**config.mk**
```make
export PLATFORM = sky130hd
export DESIGN_NAME = adc_wsi_packer
export DESIGN_NICKNAME = d
export VERILOG_FILES = /design/src/rtl/ocpi_wsi_pkg.sv /design/src/rtl/adc_wsi_fifo.sv /design/src/rtl/adc_wsi_packer.sv
export SDC_FILE = /design/constraint.sdc
export NUM_CORES = 1
export LEC_CHECK = 0
export BUFFER_PORTS_ARGS = -buffer_cell sky130_fd_sc_hd__buf_4
export CORE_UTILIZATION = 55
export DETAILED_ROUTE_END_ITERATION = 10
export GPL_ROUTABILITY_DRIVEN = 0
export PLACE_DENSITY = 0.77
export SLEW_MARGIN = 5
export SYNTH_ARGS = -nofsm -noshare
export SYNTH_HDL_FRONTEND = slang
export SYNTH_SLANG_ARGS = --single-unit
```
**constraint.sdc**
```tcl
create_clock -name CLK -period 4.21 [get_ports CLK]
set_input_delay 0.421 -clock CLK [delete_from_list [all_inputs] [get_ports CLK]]
set_output_delay 0.421 -clock CLK [all_outputs]
set_load 0.03 [all_outputs]
```
**src/rtl/ocpi_wsi_pkg.sv**
```systemverilog
`default_nettype none
//------------------------------------------------------------------------------
// Module : ocpi_wsi_pkg
// Purpose: OpenCPI WSI master-side encodings and field widths shared by the
//          ADC packer and its buffer, plus the packer FSM state type.
// Ports  : none (package)
// Rev    : 1.0 - initial release
//------------------------------------------------------------------------------
package ocpi_wsi_pkg;

  localparam int MCMD_W      = 3;
  localparam int MDATA_W     = 32;
  localparam int MBYTEEN_W   = 4;
  localparam int MREQINFO_W  = 8;
  localparam int MBURSTLEN_W = 12;

  typedef enum logic [MCMD_W-1:0] {
    MCMD_IDLE  = 3'd0,
    MCMD_WRITE = 3'd1
  } mcmd_t;

  localparam logic [MBYTEEN_W-1:0] BYTEEN_ALL  = 4'hF;
  localparam logic [MBYTEEN_W-1:0] BYTEEN_NONE = 4'h0;

  typedef enum logic [1:0] {
    ST_IDLE  = 2'd0,
    ST_SEND  = 2'd1,
    ST_FLUSH = 2'd2
  } packer_state_t;

endpackage : ocpi_wsi_pkg
`default_nettype wire

```
**src/rtl/adc_wsi_fifo.sv**
```systemverilog
`default_nettype none
//------------------------------------------------------------------------------
// Module : adc_wsi_fifo
// Purpose: Synchronous sample buffer with registered occupancy count and
//          full/empty flags. Head word is presented combinationally on rdData.
//          A push while full is accepted only when a pop happens on the same
//          edge. clear empties the buffer in one cycle and wins over push/pop.
// Ports  : CLK, RST_N (async active-low), clear, push, wrData, pop,
//          rdData (head), count, full, empty
// Rev    : 1.0 - initial release
//------------------------------------------------------------------------------
module adc_wsi_fifo #(
  parameter int WIDTH = 32,
  parameter int DEPTH = 32
) (
  input  logic                     CLK,
  input  logic                     RST_N,
  input  logic                     clear,
  input  logic                     push,
  input  logic [WIDTH-1:0]         wrData,
  input  logic                     pop,
  output logic [WIDTH-1:0]         rdData,
  output logic [$clog2(DEPTH):0]   count,
  output logic                     full,
  output logic                     empty
);

  localparam int PTR_W = $clog2(DEPTH);
  localparam int CNT_W = PTR_W + 1;
  localparam logic [CNT_W-1:0] C_DEPTH = CNT_W'(DEPTH);

  logic [WIDTH-1:0] r_mem [DEPTH];
  logic [PTR_W-1:0] r_wrPtr;
  logic [PTR_W-1:0] r_rdPtr;
  logic [CNT_W-1:0] r_count;

  logic w_doPop;
  logic w_doPush;

  assign empty   = (r_count == '0);
  assign full    = (r_count == C_DEPTH);
  assign count   = r_count;
  assign rdData  = r_mem[r_rdPtr];

  // Popping frees a slot on the same edge, so a full buffer can still take a word.
  assign w_doPop  = pop && !empty && !clear;
  assign w_doPush = push && (!full || w_doPop) && !clear;

  always_ff @(posedge CLK) begin
    if (w_doPush) begin
      r_mem[r_wrPtr] <= wrData;
    end
  end

  always_ff @(posedge CLK or negedge RST_N) begin
    if (!RST_N) begin
      r_wrPtr <= '0;
      r_rdPtr <= '0;
      r_count <= '0;
    end else if (clear) begin
      r_wrPtr <= '0;
      r_rdPtr <= '0;
      r_count <= '0;
    end else begin
      if (w_doPush) begin
        r_wrPtr <= r_wrPtr + PTR_W'(1);
      end
      if (w_doPop) begin
        r_rdPtr <= r_rdPtr + PTR_W'(1);
      end
      if (w_doPush && !w_doPop) begin
        r_count <= r_count + CNT_W'(1);
      end else if (w_doPop && !w_doPush) begin
        r_count <= r_count - CNT_W'(1);
      end
    end
  end

endmodule : adc_wsi_fifo
`default_nettype wire

```
**src/rtl/adc_wsi_packer.sv**
```systemverilog
`default_nettype none
//------------------------------------------------------------------------------
// Module : adc_wsi_packer
// Purpose: Buffers packed ADC sample words and emits them as fixed-length,
//          precise WSI write bursts of MSG_WORDS words. Words arriving while
//          the buffer is full are dropped and counted (saturating).
// Ports  : CLK, RST_N (async active-low)
//          enable, adc_valid, adc_data[31:0]           - capture side
//          wsi_m_adc_* (MCmd, MReqLast, MBurstPrecise, MBurstLength, MData,
//          MByteEn, MReqInfo, SThreadBusy, MReset_n, SReset_n) - WSI master
//          overflow_count[15:0], msg_count[31:0]       - status
// Rev    : 1.0 - initial release
//------------------------------------------------------------------------------
module adc_wsi_packer
  import ocpi_wsi_pkg::*;
#(
  parameter int         MSG_WORDS  = 16,
  parameter int         FIFO_DEPTH = 32,
  parameter logic [7:0] OPCODE     = 8'h00
) (
  input  logic        CLK,
  input  logic        RST_N,
  input  logic        enable,
  input  logic        adc_valid,
  input  logic [31:0] adc_data,
  output logic [2:0]  wsi_m_adc_MCmd,
  output logic        wsi_m_adc_MReqLast,
  output logic        wsi_m_adc_MBurstPrecise,
  output logic [11:0] wsi_m_adc_MBurstLength,
  output logic [31:0] wsi_m_adc_MData,
  output logic [3:0]  wsi_m_adc_MByteEn,
  output logic [7:0]  wsi_m_adc_MReqInfo,
  input  logic        wsi_m_adc_SThreadBusy,
  output logic        wsi_m_adc_MReset_n,
  input  logic        wsi_m_adc_SReset_n,
  output logic [15:0] overflow_count,
  output logic [31:0] msg_count
);

  localparam int CNT_W  = $clog2(FIFO_DEPTH) + 1;
  localparam int WCNT_W = $clog2(MSG_WORDS + 1);
  localparam logic [CNT_W-1:0]  C_MSG_CNT  = CNT_W'(MSG_WORDS);
  localparam logic [WCNT_W-1:0] C_MSG_WCNT = WCNT_W'(MSG_WORDS);
  localparam logic [WCNT_W-1:0] C_LAST_IDX = WCNT_W'(MSG_WORDS - 1);

  // Buffer interface
  logic             w_push;
  logic             w_pop;
  logic             w_clear;
  logic [31:0]      w_head;
  logic [CNT_W-1:0] w_count;
  logic             w_full;
  logic             w_empty;
  logic             w_overflow;

  // FSM
  packer_state_t     r_state;
  packer_state_t     nextState;
  logic [WCNT_W-1:0] r_wordCnt;
  logic [WCNT_W-1:0] nextWordCnt;
  logic [WCNT_W-1:0] w_baseCnt;
  logic              w_issue;
  logic              w_msgDone;

  // Registered WSI request outputs
  mcmd_t       r_mCmd;
  mcmd_t       nextMCmd;
  logic        r_mReqLast;
  logic        nextMReqLast;
  logic [31:0] r_mData;
  logic [31:0] nextMData;
  logic [3:0]  r_mByteEn;
  logic [3:0]  nextMByteEn;

  logic        r_mReset_n;
  logic [15:0] r_overflowCnt;
  logic [31:0] r_msgCnt;

  //----------------------------------------------------------------------------
  // Sample buffer
  //----------------------------------------------------------------------------
  assign w_push     = adc_valid && enable && (!w_full || w_pop) && !w_clear;
  assign w_overflow = adc_valid && enable && w_full && !w_pop && !w_clear;

  adc_wsi_fifo #(
    .WIDTH (32),
    .DEPTH (FIFO_DEPTH)
  ) uFifo (
    .CLK    (CLK),
    .RST_N  (RST_N),
    .clear  (w_clear),
    .push   (w_push),
    .wrData (adc_data),
    .pop    (w_pop),
    .rdData (w_head),
    .count  (w_count),
    .full   (w_full),
    .empty  (w_empty)
  );

  //----------------------------------------------------------------------------
  // FSM state register
  //----------------------------------------------------------------------------
  always_ff @(posedge CLK or negedge RST_N) begin
    if (!RST_N) begin
      r_state    <= ST_IDLE;
      r_wordCnt  <= '0;
      r_mCmd     <= MCMD_IDLE;
      r_mReqLast <= 1'b0;
      r_mData    <= '0;
      r_mByteEn  <= BYTEEN_NONE;
    end else begin
      r_state    <= nextState;
      r_wordCnt  <= nextWordCnt;
      r_mCmd     <= nextMCmd;
      r_mReqLast <= nextMReqLast;
      r_mData    <= nextMData;
      r_mByteEn  <= nextMByteEn;
    end
  end

  //----------------------------------------------------------------------------
  // FSM next-state and next-output logic
  //----------------------------------------------------------------------------
  always_comb begin
    nextState    = r_state;
    nextWordCnt  = r_wordCnt;
    nextMCmd     = MCMD_IDLE;
    nextMReqLast = 1'b0;
    nextMData    = '0;
    nextMByteEn  = BYTEEN_NONE;
    w_baseCnt    = r_wordCnt;
    w_issue      = 1'b0;
    w_pop        = 1'b0;
    w_clear      = 1'b0;
    w_msgDone    = 1'b0;

    if (!wsi_m_adc_SReset_n) begin
      // Slave in reset: abandon any burst and hold the buffer empty.
      nextState   = ST_IDLE;
      nextWordCnt = '0;
      w_clear     = 1'b1;
    end else begin
      unique case (r_state)
        ST_IDLE: begin
          if (w_count >= C_MSG_CNT) begin
            // The first word is issued on the same edge as the transition so
            // the burst starts with no dead cycle.
            nextState = ST_SEND;
            w_baseCnt = '0;
            w_issue   = !wsi_m_adc_SThreadBusy;
          end
        end
        ST_SEND: begin
          w_baseCnt = r_wordCnt;
          w_issue   = !wsi_m_adc_SThreadBusy && !w_empty
                      && (r_wordCnt < C_MSG_WCNT);
        end
        ST_FLUSH: begin
          w_clear   = 1'b1;
          nextState = ST_IDLE;
        end
        default: begin
          nextState = ST_IDLE;
        end
      endcase

      if (nextState == ST_SEND) begin
        nextWordCnt = w_baseCnt;
      end

      if (w_issue) begin
        w_pop        = 1'b1;
        nextMCmd     = MCMD_WRITE;
        nextMData    = w_head;
        nextMByteEn  = BYTEEN_ALL;
        nextMReqLast = (w_baseCnt == C_LAST_IDX);
        nextWordCnt  = w_baseCnt + WCNT_W'(1);
        if (w_baseCnt == C_LAST_IDX) begin
          // Disabled mid-message: finish the burst, then discard leftovers.
          w_msgDone = 1'b1;
          nextState = enable ? ST_IDLE : ST_FLUSH;
        end
      end
    end
  end

  //----------------------------------------------------------------------------
  // Status counters and master reset
  //----------------------------------------------------------------------------
  always_ff @(posedge CLK or negedge RST_N) begin
    if (!RST_N) begin
      r_overflowCnt <= '0;
      r_msgCnt      <= '0;
      r_mReset_n    <= 1'b0;
    end else begin
      r_mReset_n <= 1'b1;
      if (w_overflow && (r_overflowCnt != 16'hFFFF)) begin
        r_overflowCnt <= r_overflowCnt + 16'd1;
      end
      if (w_msgDone) begin
        r_msgCnt <= r_msgCnt + 32'd1;
      end
    end
  end

  //----------------------------------------------------------------------------
  // Outputs
  //----------------------------------------------------------------------------
  assign wsi_m_adc_MCmd          = r_mCmd;
  assign wsi_m_adc_MReqLast      = r_mReqLast;
  assign wsi_m_adc_MData         = r_mData;
  assign wsi_m_adc_MByteEn       = r_mByteEn;
  assign wsi_m_adc_MBurstPrecise = 1'b1;
  assign wsi_m_adc_MBurstLength  = MBURSTLEN_W'(MSG_WORDS);
  assign wsi_m_adc_MReqInfo      = OPCODE;
  assign wsi_m_adc_MReset_n      = r_mReset_n;
  assign overflow_count          = r_overflowCnt;
  assign msg_count               = r_msgCnt;

endmodule : adc_wsi_packer
`default_nettype wire

```
Yosys cells after proc, flatten, opt, wreduce, memory -nomap -nowiden
Memory sizes are Yosys's and may differ from the RTL's.
Cells that the tools add are included.
Storage, ports and cells
  register bits: 112
  memories: 1
  memory bits (writable): 1024
  output and inout bits: 110
  input port bits: 38
  word-level logic and storage cells: 98
Memories
  uFifo.r_mem: depth 32, bits a word 32, rd ports 1, clocked after memory_dff 0, write ports 1, line adc_wsi_fifo.sv:32  | logic [WIDTH-1:0] r_mem [DEPTH];
Cells by class
  add/sub/neg operators: 7
  muxes and demuxes: 40
  equal/unequal tests: 7
  magnitude comparators: 2
  reductions and logical operators: 29
Operators with widths (number)
  $mux 32: 2
  $mux 5: 10
  $add 32x1->32 const B: 1
  $mux 6: 3
  $add 16x1->16 const B: 1
  $ne 16x16->1 const B: 1
  $add 5x1->5 const B: 3
  $logic_and 1x1->1: 15
  $mux 1: 15
  $mux 2: 6
  $mux 4: 2
  $logic_not 1->1: 7
  $add 6x1->6 const B: 1
  $eq 6x6->1 const B: 1
  $ge 6x5->1 const B: 1
  $logic_not 6->1: 1
  $sub 6x1->6 const B: 1
  $eq 5x4->1 const B: 1
  $lt 5x5->1 const B: 1
  $eq 2x1->1 const B: 2
  $pmux 2 s2: 1
  $reduce_bool 2->1: 2
  $ne 3x1->1 const B: 1
  $reduce_bool 3->1: 1
  4 further kinds: 5

Longest topological paths before layout
  depth in word-level cells: 18
  depth in mapped cells: 13
  gate-level depth less buffers: 12

Modules after synthesis
Synthesis repeated with hierarchy kept, for this count alone.
Unflattened totals
  cells, all modules: 2037
  area total of the unflattened synthesis: 43613.1 um2
By module, submodules not included
  adc_wsi_fifo: area each 39631.8 um2, cells an instance 1688, seq. area each 31149.9 um2, instances 1
  adc_wsi_packer: area each 3981.3 um2, cells an instance 349, seq. area each 2252.2 um2, instances 1

Worst setup path after synthesis
No wires, ideal clock.
  path kind: input to register
  from: input wsi_m_adc_SReset_n
  to: memory uFifo.r_mem[28][0] (enable)
  setup slack: 846 ps
  required time: 3789 ps
  arrival time: 2943 ps
  library setup time: 421 ps
  cell stages on the path: 6
  path buffers: 1
  cell sequence: buf_2 > and2b_1 > o311ai_4 > a21oi_2 > nand2_1 > nor2_1
On the way
  word-level cells in the longest chain between the ends: 8
  elaborated cells between the ends (all ways): 13
  classes of those cells: mux: 4; reduce/logical: 9
Ends and longest elaborated chain
  start: declaration: line adc_wsi_packer.sv:35  | input logic wsi_m_adc_SReset_n,
  $mux 1: line adc_wsi_packer.sv:138  | if (!wsi_m_adc_SReset_n) begin
  $logic_or 1x1->1 (tied with other cells): line adc_wsi_packer.sv:82  | assign w_push = adc_valid && enable && (!w_full || w_pop) && !w_clear;
  $logic_and 1x1->1, on equally long branches: line adc_wsi_packer.sv:82, adc_wsi_fifo.sv:46
  $logic_and 1x1->1 / $logic_or 1x1->1 (equally long branches): line adc_wsi_packer.sv:82, adc_wsi_fifo.sv:47
  $logic_and 1x1->1: line adc_wsi_fifo.sv:47  | assign w_doPush = push && (!full || w_doPop) && !clear;
  $logic_and 1x1->1 (*): line adc_wsi_fifo.sv:47
  $mux 1 (*): line adc_wsi_fifo.sv:50  | if (w_doPush) begin
  $mux 1 (implied by the code) (*): line adc_wsi_fifo.sv:51  | r_mem[r_wrPtr] <= wrData;
  end: declaration: line adc_wsi_fifo.sv:32
Every way passes the cells marked *; elsewhere a longest branch is shown, timed or not.

Worst setup path in the final report
  from: register uFifo.r_count[1] (netlist: uFifo.count[1])
  to: register uFifo.r_count[5] (netlist: uFifo.count[5])
On the way
  word-level cells in the longest chain between the ends: 16
  elaborated cells between the ends (all ways): 30
  classes of those cells: add/sub: 2; order compare: 1; eq/ne: 1; mux: 8; reduce/logical: 18
Ends and longest elaborated chain
  start: declaration: line adc_wsi_fifo.sv:35  | logic [CNT_W-1:0] r_count;
  start signal: assignment: line adc_wsi_fifo.sv:72  | r_count <= r_count + CNT_W'(1);
  start signal: assignment: line adc_wsi_fifo.sv:74  | r_count <= r_count - CNT_W'(1);
  branches (longest 4 deep; another with $ge 6x5->1)
  $pmux 1 s2 (*): line adc_wsi_packer.sv:144  | unique case (r_state)
  $mux 1 (*): line adc_wsi_packer.sv:138
  $mux 1 (*): line adc_wsi_packer.sv:172  | if (w_issue) begin
  $mux 1 (*): line adc_wsi_packer.sv:138
  via uFifo.pop: line adc_wsi_fifo.sv:21  | input logic pop,
  $logic_or 1x1->1 / $logic_and 1x1->1 (equally long branches): line adc_wsi_packer.sv:82, adc_wsi_fifo.sv:46
  $logic_and 1x1->1, on equally long branches: line adc_wsi_packer.sv:82, adc_wsi_fifo.sv:46
  $logic_and 1x1->1 / $logic_or 1x1->1 (equally long branches): line adc_wsi_packer.sv:82, adc_wsi_fifo.sv:47
  $logic_and 1x1->1 (2 in a row): line adc_wsi_fifo.sv:47
  $logic_and 1x1->1 / $logic_not 1->1 (equally long branches): line adc_wsi_fifo.sv:71, adc_wsi_fifo.sv:73
  $mux 6 / $logic_and 1x1->1 (equally long branches): line adc_wsi_fifo.sv:71, adc_wsi_fifo.sv:73
  $mux 6 / $reduce_bool 3->1 (equally long branches)
Mark *: on every way through the listed nets, which the timed path passes. The select of a mux whose other input is x is not followed.
A chain may end at the register's enable or synchronous reset.

==> impl_metrics.ini <==
[critical_path]
required_ns = 4.73
cp-end-kind = flip-flop
critical_path_class = flip-flop to flip-flop
cp_max_fo = 7
startpoint_type = flip-flop
rr_worst_depth = 12
cp.arrival_ns = 4.30

[power_and_ir_drop]
internal_power_w = 0.0195
clockPowerShare_pct = 36.7
p_seq_share_pct = 48.5
combPwrFrac_pct = 14.8
p_leak_nw = 15.9
switching_share_pct = 24.5
peakVddDrop_mv = 0.438
p_per_area_mw_per_mm2 = 523
power.switching_w = 0.00634

[finish]
n_fill_cell = 4897
drive_above_1_share_pct = 29.3
design_area_mm2 = 0.0494
syn_to_final_growth_pct = 14.0
regArea_mm2 = 0.0334
final_util_pct = 63.5
final_nets = 2259
antenna_cells = 0
multi_input_area_mm2 = 0.00952

[logic_synthesis]
synth_cell_types = 62
synthCells = 2034
synth-edff-count = 1024
synth_top_area_share_pct = 71.0
ys_ff_latch = 1130
avgSynthCellArea_um2 = 21.3
seq_area_frac_synth_pct = 77.2
netlist_area_mm2 = 0.0433
netlist_top_cells_area = edfxtp_1, mux4_2, dfrtp_1
async_flop_share_pct = 9.38
yosys_warnings = 0
yosysTopAreaCell = edfxtp_1
synth_flop_cell = edfxtp_1

[clocking]
ctsHoldBuffers = 2
cts_resized = 0
clkLatencyLatePin_ns = 0.69
htreeDepth = 3
cts_made_buffers = 105
cts_setup_buffers = 0
clk_pin_slew_ns = 0.06
cts_tree = built
clock_path_buffers = 3
clock_sinks = 1130
cts-root-buf = clkbuf_16

[sta]
fin_skew_ns = 0.0385
finalMaxSlewViolations = 0
tightest_slew_ns = 1.21
max_freq_ghz = 0.265
fin_setup_tns_ns = 0
layout_min_cycle_time_ns = 3.78
slew_headroom_pct = 19.4
rsz0062_at_grt = false
period_share_pct = 89.8
finalHoldViolCount = 0
setup_viol = 0

[floorplan]
initial_core_util_pct = 55.7
chipHeight_um = 283
coreArea_mm2 = 0.0777
rows = 102
fp.dieW_um = 283
ios = 148
dieArea_mm2 = 0.0798

[drt]
drc_errors = 0
wl_per_cell_um = 31.1
routed_wl_mm = 104
first_pass_iters = 8
drtIter0Drc = 2676
antenna_left = 0
via_count = 22100
via_per_inst = 6.62

[grt]
grt_pass1_vias = 22100
antenna_found_initial = 0
grt_max_degree = 67
grt_overflow = 0
grt_pass1_wl_mm = 150
grt.total_usage_pct = 26.3

[placed_design]
hpwl_mm = 57.6
port_buffers = 124
dpl_cell_area_mm2 = 0.0459

[job]
cap_viol_max_count = 0

[min_path]
hold_class = input pin to flip-flop
worstHoldPathCells = 2

[run_status]
outcome = complete, no violations
## synthesized netlist by cell type (10+ instances only)
cell	n
buf_2	36
buf_4	28
nand2_1	33
or2_2	34
xor2_1	19
and4_1	13
mux4_2	256
edfxtp_1	1024
nor2_1	50
ha_1	14
o32ai_1	32
nand3_1	15
nand4_1	22
xnor2_1	36
and2_1	10
and3_1	15
clkbuf_1	60
o22ai_1	128
dfrtp_1	106
inv_1	13
## sequential cells by signal (all words and copies together) (netlist names)
name / count
uFifo.r_mem: 1024
msg_count: 32
wsi_m_adc_MData: 32
overflow_count: 16
uFifo.count: 6
r_wordCnt: 5
uFifo.r_rdPtr: 5
uFifo.r_wrPtr: 5
r_state: 2
wsi_m_adc_MByteEn: 1
wsi_m_adc_MReqLast: 1
wsi_m_adc_MReset_n: 1
## per-layer routing
metal	wire [µm]	vias to the layer above	part of all wire (%)	track usage, %
met4	3100	0	3.0	8.15
li1	-	8804	-	-
met3	10100	203	9.8	5.51
met5	0	-	0	0
met1	37800	11500	36	35.2
met2	52700	1514	51	43.8
## path summary, 6_finish.rpt
check,start,to,slack [ns]
worst max-delay path,uFifo.count[1]$_DFFE_PN0P_,uFifo.count[5]$_DFFE_PN0P_,0.43
min in group asynchronous,RST_N,msg_count[7]$_DFFE_PN0P_,0.44
worst min register to register,msg_count[31]$_DFFE_PN0P_,msg_count[31]$_DFFE_PN0P_,0.47
max in group asynchronous,RST_N,wsi_m_adc_MData[11]$_DFF_PN0_,2.96
worst min-delay path,wsi_m_adc_SReset_n,r_wordCnt[1]$_DFFE_PN0P_,0.07
worst max register to register,uFifo.count[1]$_DFFE_PN0P_,uFifo.count[5]$_DFFE_PN0P_,0.43
## cell type report
class | instances | area share (%)
well taps | 1040 | 2.64
inverters | 14 | 0.106
repair buffers | 176 | 3.30
clock inverters | 59 | 1.23
flip-flops and latches | 1130 | 67.7
clock buffers | 136 | 5.74
multi-input cells | 779 | 19.3
## placed cells by master, fill, tap and decap left out, types with 5 or more instances in the layout
cell        count
o22ai_1       128
o21ai_0         9
nor2_1         18
and3_1         15
edfxtp_1     1024
a21oi_1         5
clkinv_1       19
clkbuf_1       23
ha_1           14
clkbuf_16     106
bufinv_16       9
clkbuf_8        7
and2_1         10
buf_12         24
buf_4         150
clkinvlp_4      6
conb_1         24
o32ai_1        32
dfrtp_1       103
xor2_1         19
clkinv_2       16
nand2_1        31
xnor2_1        36
inv_1          13
mux4_2        256
nor2_4         32
nand4_1        22
or2_2          33
and4_1         13
nand3_1        15
## stage by stage
stage | setup slack [ns] | std cells | total power, W | hold WS (ns)
after global placement | 0.638 | 3137 | 0.0165 | 0.458
after floorplan | 0.846 | 2056 | 0.0154 | 0.125
final | 0.431 | 3334 | 0.0258 | 0.0683
after detailed placement | 0.491 | 3137 | 0.0166 | 0.466
after global routing | 0.214 | 3334 | 0.0266 | 0.0518
after CTS | 0.473 | 3334 | 0.0260 | 0.0411
## power groups by stage
| stage | sequential [W] | combinational, W | clock, W |
|---|---|---|---|
| detailed placement | 0.0128 | 0.00381 | 0 |
| global placement | 0.0128 | 0.00373 | 0 |
| finish | 0.0125 | 0.00381 | 0.00948 |
| CTS | 0.0125 | 0.00386 | 0.00958 |
| global route | 0.0126 | 0.00405 | 0.00997 |
| floorplan | 0.0127 | 0.00271 | 0 |
## cells by family (layout without fill, tap and decap cells)
group | count (synthesis) | count (layout) | share of synthesized area [%]
buf+inv | 147 | 385 | 1.66
compound gates | 205 | 205 | 3.40
fa+ha+maj | 15 | 15 | 0.451
other cells | 2 | 24 | 0.0173
mux | 260 | 260 | 13.4
flops | 1130 | 1130 | 77.2
xor+xnor | 55 | 55 | 1.11
simple gates | 220 | 220 | 2.79
## worst max-delay path, stage by stage (launching register included)
cell	delay, ns
dfrtp_1	0.42
or4_4	0.61
o311ai_4	0.38
nand2_2	0.19
inv_1	0.11
ha_1	0.30
inv_1	0.16
ha_1	0.24
or4_1	0.55
a311o_1	0.31
o311ai_0	0.13
xnor2_1	0.17
nor2_1	0.05
Power figures use the tool's default switching activity.
